==> config.mk <==
export PLATFORM = sky130hd
export DESIGN_NAME = rom_operand_fetch
export DESIGN_NICKNAME = d
export VERILOG_FILES = /design/src/rtl/rom_operand_fetch.sv
export SDC_FILE = /design/constraint.sdc
export NUM_CORES = 1
export LEC_CHECK = 0
export CORE_ASPECT_RATIO = 1.75
export CORE_UTILIZATION = 39
export DETAILED_ROUTE_END_ITERATION = 8
export GPL_ROUTABILITY_DRIVEN = 1
export GPL_TIMING_DRIVEN = 0
export PLACE_DENSITY_LB_ADDON = 0.2
export SLEW_MARGIN = 5
export SYNTH_ARGS = -nofsm -noshare
export SYNTH_HDL_FRONTEND = slang
export SYNTH_SLANG_ARGS = --single-unit
==> constraint.sdc <==
create_clock -name clk -period 4.8 [get_ports clk]
set_input_delay 0.72 -clock clk [delete_from_list [all_inputs] [get_ports clk]]
set_output_delay 0.72 -clock clk [all_outputs]
set_load 0.02 [all_outputs]
==> src/rtl/rom_operand_fetch.sv <==
// rom_operand_fetch: walks the operand ROM, pairs consecutive words into (a, b)
// and hands them to the adder stage through a 2-entry valid/ready FIFO.
module rom_operand_fetch #(
    parameter int BW    = 8,
    parameter int DEPTH = 16,
    parameter int AW    = 4
) (
    input  logic          clk,
    input  logic          rst_n,
    input  logic          start,
    output logic          rom_en,
    output logic [AW-1:0] rom_addr,
    input  logic [BW-1:0] rom_rdata,
    output logic          op_valid,
    input  logic          op_ready,
    output logic [BW-1:0] op_a,
    output logic [BW-1:0] op_b,
    output logic [AW-2:0] op_idx,
    output logic          busy,
    output logic          done
);
    localparam int NPAIRS = DEPTH / 2;
    localparam int KW = AW - 1;

    typedef enum logic [2:0] {IDLE, REQ_A, REQ_B, LAT_B, WAIT, DRAIN} state_t;

    state_t               state_q, state_d;
    logic [KW-1:0]        k_q, k_d;
    logic [BW-1:0]        a_q;
    logic [AW-1:0]        addr_q;
    logic [1:0][BW-1:0]   fa_q, fb_q;
    logic [1:0][KW-1:0]   fi_q;
    logic                 wp_q, rp_q;
    logic [1:0]           cnt_q, cnt_d;
    logic                 push, pop, last;

    assign push  = state_q == LAT_B;
    assign pop   = op_valid && op_ready;
    assign last  = k_q == KW'(NPAIRS - 1);
    // Credit check looks at the occupancy after this cycle's push/pop so a
    // freed slot restarts the fetch without a bubble.
    assign cnt_d = cnt_q + {1'b0, push} - {1'b0, pop};

    always_ff @(posedge clk or negedge rst_n) begin
        if (!rst_n) begin
            state_q <= IDLE;
            k_q     <= '0;
        end else begin
            state_q <= state_d;
            k_q     <= k_d;
        end
    end

    always_comb begin
        state_d = state_q;
        k_d     = k_q;
        case (state_q)
            IDLE: begin
                k_d = '0;
                if (start) state_d = REQ_A;
            end
            REQ_A: state_d = REQ_B;
            REQ_B: state_d = LAT_B;
            LAT_B: begin
                state_d = last ? DRAIN : (cnt_d < 2'd2 ? REQ_A : WAIT);
                if (!last) k_d = k_q + KW'(1);
            end
            WAIT:  if (cnt_d < 2'd2) state_d = REQ_A;
            DRAIN: if (cnt_q == 2'd0) state_d = IDLE;
            default: state_d = IDLE;
        endcase
    end

    always_comb begin
        rom_en   = state_q == REQ_A || state_q == REQ_B;
        rom_addr = state_q == REQ_A ? {k_q, 1'b0} : state_q == REQ_B ? {k_q, 1'b1} : addr_q;
        busy     = state_q != IDLE;
        done     = state_q == DRAIN && cnt_q == 2'd0;
        op_valid = cnt_q != 2'd0;
        op_a     = fa_q[rp_q];
        op_b     = fb_q[rp_q];
        op_idx   = fi_q[rp_q];
    end

    always_ff @(posedge clk or negedge rst_n) begin
        if (!rst_n) begin
            a_q    <= '0;
            addr_q <= '0;
            fa_q   <= '0;
            fb_q   <= '0;
            fi_q   <= '0;
            wp_q   <= 1'b0;
            rp_q   <= 1'b0;
            cnt_q  <= '0;
        end else begin
            if (state_q == REQ_B) a_q <= rom_rdata;
            if (push) begin
                fa_q[wp_q] <= a_q;
                fb_q[wp_q] <= rom_rdata;
                fi_q[wp_q] <= k_q;
                wp_q       <= ~wp_q;
            end
            if (pop) rp_q <= ~rp_q;
            cnt_q  <= cnt_d;
            addr_q <= rom_addr;
        end
    end
endmodule

==> results.txt <==
* Combinational family with the most area after synthesis: multiplexers
* Category of the worst setup path capture point: primary output
- The critical path is of the flop to primary output type.
- Of the total synthesized cell area, the portion taken by AND, OR, NAND and NOR gates is 6.03%.
- Cell with the most instances after synthesis: dfrtp_1
- Static leakage: 1.56 nW
- Unique cell type count in the Yosys netlist: 36
- Number of cell rows: 40
- Area fraction of the dominant cell type after synthesis: 54.4%
- Fill count: 620
* # resized after CTS: 0
- The via count of the first global-routing pass is 1723.
- Mean instance size in the synthesized netlist: 14.3 sq um
* Number of remaining DRC errors: 0
- Total via count in the routed design: 1678
- TritonCTS clock tree: built
- The synthesized netlist devotes 4.58% of its cell area to compound gates.
* Synthesis Warnings: 0
* Area overhead of the layout relative to synthesis: 28.0%
* Pin count of the biggest net entering global routing: 61
- Dividing total power by cell area gives a power density of 826 nW/um^2.
- Initial core utilization: 40.2%
- Counting every sink on the clock net gives 60.
- Measured along the x axis, the die boundary spans 65.6 um.
- The first global-routing pass estimated 8560 um of wire.
- R2r setup slk: 2730 ps
* Combined flip-flop and latch cell area: 1500 sq um
- The die covers 7430 sq um.
- The final critical path takes up 60.0% of the cycle.
- In this run the number of H-tree levels came out at 3.
- Ranked by instance count, the synthesized netlist is headed by dfrtp_1 (60), mux2_2 (58), mux2_4 (10).
- Final estimated routing congestion in global placement: 0.752
- Adder-cell share of the synthesized area: 1.36%
- Hold-fix buffer count after cts: 0
- After legalization and detailed placement, the total HPWL measured 3470 um.
- Of all cell types, the one taking the most synthesized area is dfrtp_1.
- Of the total synthesized cell area, the portion taken by XOR and XNOR cells is 1.90%.
* Tightest Pin Transition: 755 ps
- Setup violations remaining at the end of the flow were counted as 0.
* Post-synthesis sequential area ratio: 54.4%
- For this run the aggregate overflow at the end of global routing stands at 0.
- Length of the first detailed-routing pass in iterations: 4
* Post-synth ARST share: 100%
* Fin Clk Skew: 3.42 ps
- Synthesized instance count: 193
- The number of antenna violations at the first check in global routing came to 0.
* Post-layout minimum cycle time: 2880 ps
* Number of buffers added on ports: 38
- Wires add up to 5100 um.
* Floorplan Core Area: 6860 sq um
- Buffer type at the clock tree root: clkbuf_16
- Once detail routing completed, the nets flagged for antenna violations numbered 0.
- Global routing used 15.9% of the available tracks across all layers.
* Synthesized flop and latch total: 60
- Setup WS post-layout: 1920 ps
- In this run, the number of DRC markers left after iteration 0 of detailed routing was 72.
* Commonest register cell after synthesis: dfrtp_1
- Area contributors post-synth: dfrtp_1 (54%), mux2_2 (24%), mux2_4 (5.4%), xnor2_1 (1.6%), ha_1 (1.4%)
- Power comes to 2.92 mW.
* Buffer depth of the longest clock path: 2
* Worst supply voltage drop on vdd: 0.508 mV
- Count of pins on the block boundary: 39
- The repair_antennas step left the layout with diodes totalling 0.
- Final routed wire length divided by cell count: 15.5 um
- Setup repair after global routing missed its margin: no
* Chip height: 113 um
* Critical Path Source Type: flop
- TritonCTS created 9 clock buffers.
- Fraction of final layout cells sized beyond drive strength 1: 39.0%
- Data required time at the worst endpoint: 4080 ps
* Nets in the synthesized netlist: 208
- The later pin in the worst-skew pair is clocked with a latency of 330 ps.
- Vias per inst: 5.08
- Static timing analysis puts the maximum clock frequency at 347 MHz.
- Multi-input logic area: 1200 sq um
- The number of setup buffers added after CTS is 0.
* Number of max-cap violations: 0
- The run finished with clean final reports.
* Worst hold margin: 461 ps
- Data arrival at the endpoint of the critical path: 2160 ps
- Prior to clock tree synthesis, the placed netlist has a worst setup slack of 2240 ps.
- Number of enable-type register cells in the synthesized netlist: 0
* NumNets Final: 257
- Setup total negative slack on the finished layout was measured at 0 ps.
- Final Max Slew Viols: 0
* Clock edge transition at the registers on the reported setup and hold paths: 50 ps
- The number of endpoints with negative hold slack in the final report came to 0.
- Highest fanout seen on the critical path: 10
- Multiplexer area fraction after synthesis: 29.5%
- Measured against its own limit, the worst slew margin works out to 49.6%.
* Synthesized cell area: 2760 sq um
- The path class of the tightest hold or removal check is input port to asynchronous set/reset pin.
-- cells by family after synthesis --
group                      after synthesis
and+or+nand+nor                         27
muxes                                   69
AOI/OAI and AO/OA                       18
DFF                                     60
buffers and inverters                   10
adders and majority gates                3
xor gates and xnor gates                 6
-- final cells by class --
type | count | share of cell area [%]
inverter | 3 | 0.319
tap | 84 | 2.98
multi-input combinational | 123 | 33.9
sequential | 60 | 42.5
timing repair buffer | 38 | 10.7
clock buffer | 14 | 8.04
buffer | 7 | 1.42
clock inverter | 1 | 0.142
-- sequential cells by signal (all words and copies together), names as in the netlist --
| signal | flops |
|---|---|
| a_q | 8 |
| addr_q | 4 |
| cnt_q | 2 |
| fa_q | 16 |
| fb_q | 16 |
| fi_q | 6 |
| k_q | 3 |
| rp_q | 1 |
| state_q | 3 |
| wp_q | 1 |
-- worst paths after layout --
kind / startpoint / to / cells after the start
max: state_q[0]$_DFFE_PN0P_ / rom_addr[3] / 5
min: rst_n / fa_q[13]$_DFFE_PN0P_ / 1
max reg2reg: cnt_q[1]$_DFF_PN0_ / state_q[0]$_DFFE_PN0P_ / 8
min reg2reg: addr_q[3]$_DFF_PN0_ / addr_q[3]$_DFF_PN0_ / 1
max in group asynchronous: rst_n / a_q[4]$_DFFE_PN0P_ / 1
min in group clk: addr_q[3]$_DFF_PN0_ / addr_q[3]$_DFF_PN0_ / 1
-- power by group --
part | internal [mW] | switching, mW | total (mW)
sequential | 0.762 | 0.150 | 0.912
combinational | 0.773 | 0.621 | 1.39
clock | 0.401 | 0.209 | 0.610
total | 1.94 | 0.980 | 2.92
-- per-layer routing --
layer	global-route usage, %	vias to the layer above	routed length, um	part of all wire (%)
li1	-	788	-	-
met1	17.9	848	2110	41
met2	26.1	33	2690	53
met3	4.03	9	166	3.3
met4	10.0	0	133	2.6
met5	0	-	0	0
-- worst max-delay path, stage by stage (launching register included) --
cell             delay, ps
dfrtp_1                400
buf_4                  190
xnor2_1                150
nor2_2                 190
mux2_2                 370
clkdlybuf4s50_1        540
-- cells in the final DEF (no fill, tap or decap), types with 2 or more instances in the layout --
cell type	synthesis	layout
a21oi_1	2	2
a22o_1	4	4
buf_4	2	3
buf_6	2	2
clkbuf_1	2	3
clkbuf_16	0	9
clkbuf_8	0	4
clkdlybuf4s50_1	0	37
dfrtp_1	60	60
ha_1	3	3
inv_1	3	3
mux2_2	58	58
mux2_4	10	10
nand2_1	8	8
nand2b_1	2	2
nor2_1	3	3
nor2_2	2	2
nor3_1	3	3
o21ai_0	5	5
xnor2_1	5	5
-- metrics by stage --
| stage | cells | utilization, % | instance area [sq um] |
|---|---|---|---|
| floorplan | 193 | - | 2760 |
| global placement | 315 | 47.3 | 3240 |
| detailed placement | 315 | 47.3 | 3240 |
| CTS | 330 | 51.5 | 3530 |
| global route | 330 | 51.5 | 3530 |
| finish | 330 | 51.5 | 3530 |
Note: power is estimated with default switching activity, not from simulation.
